## config.mk

```make
export PLATFORM = sky130hd
export DESIGN_NAME = map_byte_packer
export DESIGN_NICKNAME = d
export VERILOG_FILES = /design/src/rtl/map_pkg.sv /design/src/rtl/map_byte_packer.sv
export SDC_FILE = /design/constraint.sdc
export NUM_CORES = 1
export LEC_CHECK = 0
export ABC_AREA = 0
export CORE_ASPECT_RATIO = 1.4
export CORE_MARGIN = 2
export CORE_UTILIZATION = 38
export CTS_CLUSTER_SIZE = 25
export DETAILED_ROUTE_END_ITERATION = 7
export PLACE_DENSITY = 0.79
export SYNTH_ARGS = -nofsm -noshare
export SYNTH_HDL_FRONTEND = slang
export SYNTH_SLANG_ARGS = --single-unit
```

## constraint.sdc

```tcl
create_clock -name clk -period 1.5 [get_ports clk]
set_clock_uncertainty 0.2 [all_clocks]
set_input_delay 0.15 -clock clk [delete_from_list [all_inputs] [get_ports clk]]
set_output_delay 0.15 -clock clk [all_outputs]
set_load 0.01 [all_outputs]
```

## src/rtl/map_pkg.sv

```systemverilog
// map_pkg: shared word geometry and modulation-to-bytes-per-word lookup for the mapper path.
package map_pkg;
  localparam int WORD_BITS = 64;
  localparam int BYTE_BITS = 8;
  function automatic int bytes_per_word(input logic [63:0] m);
    return m == 64'("BPSK")   ? 1 :
           m == 64'("QPSK")   ? 2 :
           m == 64'("QAM16")  ? 4 :
           m == 64'("QAM64")  ? 6 :
           m == 64'("QAM256") ? 8 : 0;
  endfunction
endpackage

```

## src/rtl/map_byte_packer.sv

```systemverilog
// map_byte_packer: packs a handshaked byte stream into 64-bit mapper words, LSB byte first,
// zero-padding and flushing the partial word at end of packet.
module map_byte_packer
  import map_pkg::*;
#(
  parameter int          DATA_BYTES_MAX = 8,
  parameter logic [63:0] MODULATION     = "BPSK"
) (
  input  logic                 clk,
  input  logic                 rst,
  input  logic [BYTE_BITS-1:0] in_byte,
  input  logic                 in_valid,
  input  logic                 in_last,
  output logic                 in_ready,
  output logic [WORD_BITS-1:0] out_data,
  output logic                 out_valid,
  output logic                 out_last,
  input  logic                 out_ready
);
  localparam int N  = bytes_per_word(MODULATION);
  localparam int CW = N > 1 ? $clog2(N) : 1;
  if (N == 0 || BYTE_BITS * DATA_BYTES_MAX != WORD_BITS) begin : g_bad_cfg
    $error("map_byte_packer: unsupported MODULATION or DATA_BYTES_MAX");
  end
  logic [CW-1:0]        cnt_q, cnt_d;
  logic [WORD_BITS-1:0] acc_q, acc_d, out_data_q, out_data_d, word;
  logic                 out_valid_q, out_valid_d, out_last_q, out_last_d;
  logic                 xfer, done;
  assign in_ready  = !rst && (!out_valid_q || out_ready);
  assign out_data  = out_data_q;
  assign out_valid = out_valid_q;
  assign out_last  = out_last_q;
  // Bytes above cnt_q are always zero in acc_q, so OR-merging also pads a flushed word.
  always_comb begin
    xfer        = in_valid && in_ready;
    done        = xfer && (cnt_q == CW'(N - 1) || in_last);
    word        = acc_q | (WORD_BITS'(in_byte) << {cnt_q, 3'b000});
    acc_d       = done ? '0 : xfer ? word : acc_q;
    cnt_d       = done ? '0 : xfer ? cnt_q + CW'(1) : cnt_q;
    out_data_d  = done ? word : out_data_q;
    out_last_d  = done ? in_last : out_last_q;
    out_valid_d = done ? 1'b1 : out_ready ? 1'b0 : out_valid_q;
  end
  always_ff @(posedge clk or posedge rst) begin
    if (rst) begin
      acc_q       <= '0;
      cnt_q       <= '0;
      out_data_q  <= '0;
      out_valid_q <= 1'b0;
      out_last_q  <= 1'b0;
    end else begin
      acc_q       <= acc_d;
      cnt_q       <= cnt_d;
      out_data_q  <= out_data_d;
      out_valid_q <= out_valid_d;
      out_last_q  <= out_last_d;
    end
  end
endmodule

```

# Word-level counts from Yosys, hierarchy flattened
# Cells that the tools add are included.
dict set report totals {
  elab_cells 24
  output_inout_bits 67
  regBits 131
  in_bits 13
}
dict set report op_classes {
  reduce_logical 9
  mux 6
  shifts 1
  addsub 1
  n_bitwise 2
}
# op count
set ops {}
lappend ops {{$mux 64} 2}
lappend ops {{$or 64x64->64} 1}
lappend ops {{$shl 8x4->64} 1}
lappend ops {{$mux 1} 4}
lappend ops {{$reduce_bool 2->1} 2}
lappend ops {{$logic_and 1x1->1} 3}
lappend ops {{$logic_not 1->1} 2}
lappend ops {{$logic_or 1x1->1} 2}
lappend ops {{$add 1x1->1 const B} 1}
lappend ops {{$not 1->1} 1}

# Logic depth before layout (Yosys ltp)
dict set report depth {
  word_depth 6
  mapped_depth 7
  mapped_depth_nobuf 3
}

# Worst setup path after synthesis
# Ideal clock, no wire load.
dict set report synth_timing {
  path_type {input-to-reg}
  start {in rst}
  end {reg out_last_q (netlist: out_last)}
  arrival_ns 1.366
  path_stages 3
  setup_time_ns 0.067
  path_buffers 0
  setup_slack_ns -0.133
  required_time_ns 1.233
  cell_sequence {inv_1 and2_1 a32o_1}
}
dict set report synth_via {
  elab_chain_cells 4
}
# item line
set synth_lines {}
lappend synth_lines {{start: declaration} map_byte_packer.sv:10} ;# input logic rst,
lappend synth_lines {{$logic_not 1->1 (no source line)} -}
lappend synth_lines {{$logic_and 1x1->1} map_byte_packer.sv:29} ;# assign in_ready = !rst && (!out_valid_q || out_ready);
lappend synth_lines {{named net in_ready} map_byte_packer.sv:14} ;# output logic in_ready,
lappend synth_lines {{$logic_and 1x1->1} map_byte_packer.sv:35} ;# xfer = in_valid && in_ready;
lappend synth_lines {{$logic_and 1x1->1} map_byte_packer.sv:36} ;# done = xfer && (cnt_q == CW'(N - 1) || in_last);
lappend synth_lines {{end signal: assignment} map_byte_packer.sv:56} ;# out_last_q <= out_last_d;
lappend synth_lines {{end: declaration} map_byte_packer.sv:27} ;# logic out_valid_q, out_valid_d, out_last_q, out_last_d;
# The timed path passes the listed nets, and every way through them passes these cells.
# A chain may end at the register's enable or synchronous reset.

# Final worst setup path
dict set report layout_timing {
  start {reg out_valid_q (netlist: out_valid)}
  end {out out_valid}
}
# item line
set layout_rtl {}
lappend layout_rtl {{start: declaration} map_byte_packer.sv:27}
lappend layout_rtl {{start signal: assignment} map_byte_packer.sv:55} ;# out_valid_q <= out_valid_d;
lappend layout_rtl {{end: declaration} map_byte_packer.sv:16} ;# output logic out_valid,
# No word-level cell between the ends.

==> out/results.txt <==
Ports: 80
Mux cell area share after synthesis: 0%
Worst Hold Path EP: acc_q[1]
Layout cells sized above 1: 19.2%
Syn. warnings: 0
Flops & latches, synth: 35
Die area: 5500 um2
Worst R2R Path Depth: 5
Reg2reg end: out_data[14]
Status: finished, final reports clean
Iteration-0 DRC Markers: 47
RR Startpoint: out_valid
CP arrival: 1.07 ns
Clock Sinks: 35
Cell count of the worst hold path: 1
XOR/XNOR Fraction of Synth Area: 0%
Final worst path period share: 94.8%
First drt pass iteration count: 4
Post-synthesis sequential area ratio: 46.9%
Max Clk Rate: 0.703 GHz
Initial Utilization: 38.9%
Core area: 4800 um2
First-pass GRT wire length: 6050 um
Startpoint types: register
Post-synth cell types: 22
Nets@finish: 236
Synth Area in Simple Gates: 7.37%
H-Tree Depth: 2
CTS Buffer Depth: 2
Gr ovfl total: 0
CTS Root Cell: clkbuf_8
Hold Crit Start: acc_q[1]
Gr usage total: 14.1%
FILL cells: 474
Final wirelength: 3650 um
Area grow syn2layout: 20.2%
# diodes: 0
I/O Buffers: 31
Synth Instances: 181
Vias: 1372
Post-DP HPWL: 2670 um
Post-Syn Area: 1870 um2
Minimum clock period: 1.42 ns
Vias per inst: 4.76
Critical Path Fanout Max: 2
Worst setup startpoint: out_valid
Mean post-synth cell area: 10.3 um2
Wire length per cell: 12.7 um
Clk Latency, worst-skew pair: 0.29 ns
Commonest cells after routing, fill and taps aside: 48 x conb_1, 34 x dfrtp_1, 21 x a21oi_1
Power density cells: 1110 nW/um2
RSZ-0062 raised after global routing: false
Leak Pwr: 1.06 nW
Initial antenna violation count: 0
Post-synthesis compound-gate area fraction: 20.9%
Worst VDD drop: 0.000706 V
Number of global-route vias before repair: 1313
Setup CP Type: reg2out
Die X: 63.3 um
CTS tree: yes
Commonest non-fill, non-tap cell in the layout: conb_1
Global placement routability congestion: 0.781
Post-synthesis adder-cell area fraction: 0%
Final setup fails: 0
Count of final max-slew check failures: 0
Cell Area, Placed: 2130 um2
Die H: 87.0 um
Crit. End Element: primary output
Fin. Hold Viols: 0
Hold WS: 0.292 ns
Min-delay worst type: reg2reg
Clk slew on worst S/H paths: 0.07 ns
Routed Antenna Nets: 0
Slack of the worst reg-to-reg path: 0.09 ns
Largest family of logic cells by synthesized area: buffers and inverters
CTS Buf Count: 5
CP required: 1.15 ns
Post-Layout Inst Area: 2240 um2
Largest net degree at the start of global routing: 36
Row cnt: 30
Max-Cap Viols: 0
Residual DRC count: 0
-- layout make-up --
| class | instances | area [um2] | share of cell area, % |
|---|---|---|---|
| Clock buffer | 6 | 82.6 | 3.68 |
| Clock inverter | 2 | 35.0 | 1.56 |
| Inverter | 2 | 11.3 | 0.502 |
| Multi-Input combinational cell | 130 | 711 | 31.7 |
| Sequential cell | 35 | 877 | 39.1 |
| Tap cell | 64 | 80.1 | 3.57 |
| Timing Repair Buffer | 49 | 448 | 20.0 |
-- power breakdown --
| group | internal (mW) | switching [mW] |
|---|---|---|
| registers | 1.04 | 0.0495 |
| clock network | 0.537 | 0.336 |
| logic | 0.237 | 0.296 |
-- synth_stat cells --
cell type,number,area [um2]
a32o_1,1,10.0
nand2b_4,1,13.8
dfrtp_1,35,876
nor2_1,8,30.0
a41oi_1,8,70.1
a31oi_1,16,100
nand3_1,2,10.0
nor2b_1,1,6.26
buf_1,1,3.75
nand2_1,1,3.75
buf_6,5,56.3
a21oi_1,21,105
clkbuf_1,2,7.51
a21oi_2,12,105
nand2b_1,1,6.26
buf_2,5,25.0
conb_1,1,3.75
and2_1,9,56.3
buf_4,48,360
inv_1,1,3.75
clkinv_1,1,3.75
and3_4,1,11.3
-- sequential cells by signal, indices dropped and copies added, names as in the netlist --
signal / count
out_data: 16
out_valid: 1
cnt_q: 1
out_last: 1
acc_q: 16
-- how the worst max path moves through the flow --
stage,cells past startpoint,slack (ns),endpoint
6_report,2,0.08,out_valid
4_1_cts,3,0.003,in_ready
5_1_grt,5,0.02,out_data[0]
2_1_floorplan,3,-0.05,out_last
3_5_place_dp,4,-0.26,in_ready
3_3_place_gp,4,-0.22,in_ready
-- through the flow --
step,worst slack [ns],cells,utilization [%],power [mW],setup TNS [ns]
2_1_floorplan,-0.0482,228,-,1.49,-0.0482
3_3_place_gp,-0.223,278,44.4,1.70,-5.52
3_5_place_dp,-0.258,278,44.4,1.71,-6.33
4_1_cts,0.00304,287,46.6,2.51,0
5_1_grt,0.0217,288,46.7,2.61,0
6_report,0.0780,288,46.7,2.50,0
-- worst max-delay path: stages (launching register included) --
cell,delay (ns)
dfrtp_1,0.38
buf_4,0.13
dlygate4sd2_1,0.27
-- repair_timing --
| action | 4_1_cts | 5_1_grt |
|---|---|---|
| resized for setup | 22 | 3 |
| setup endpoints to repair | 19 | 15 |
| hold buffers | 1 | 0 |
| hold endpoints to repair | 35 | 0 |
| setup buffers | 0 | 1 |
-- kinds of logic after synthesis --
| kind of cell | after synthesis |
|---|---|
| simple gates | 24 |
| buf+inv | 63 |
| other cells | 1 |
| flops | 35 |
| compound gates | 58 |
-- layer usage --
layer | GRT usage (%) | vias up | wire length, um
li1 | - | 623 | -
met1 | 15.8 | 669 | 1370
met2 | 24.3 | 74 | 1910
met3 | 3.62 | 6 | 274
met4 | 8.10 | 0 | 92
met5 | 0 | - | 0
(Power assumes the default switching activity.)
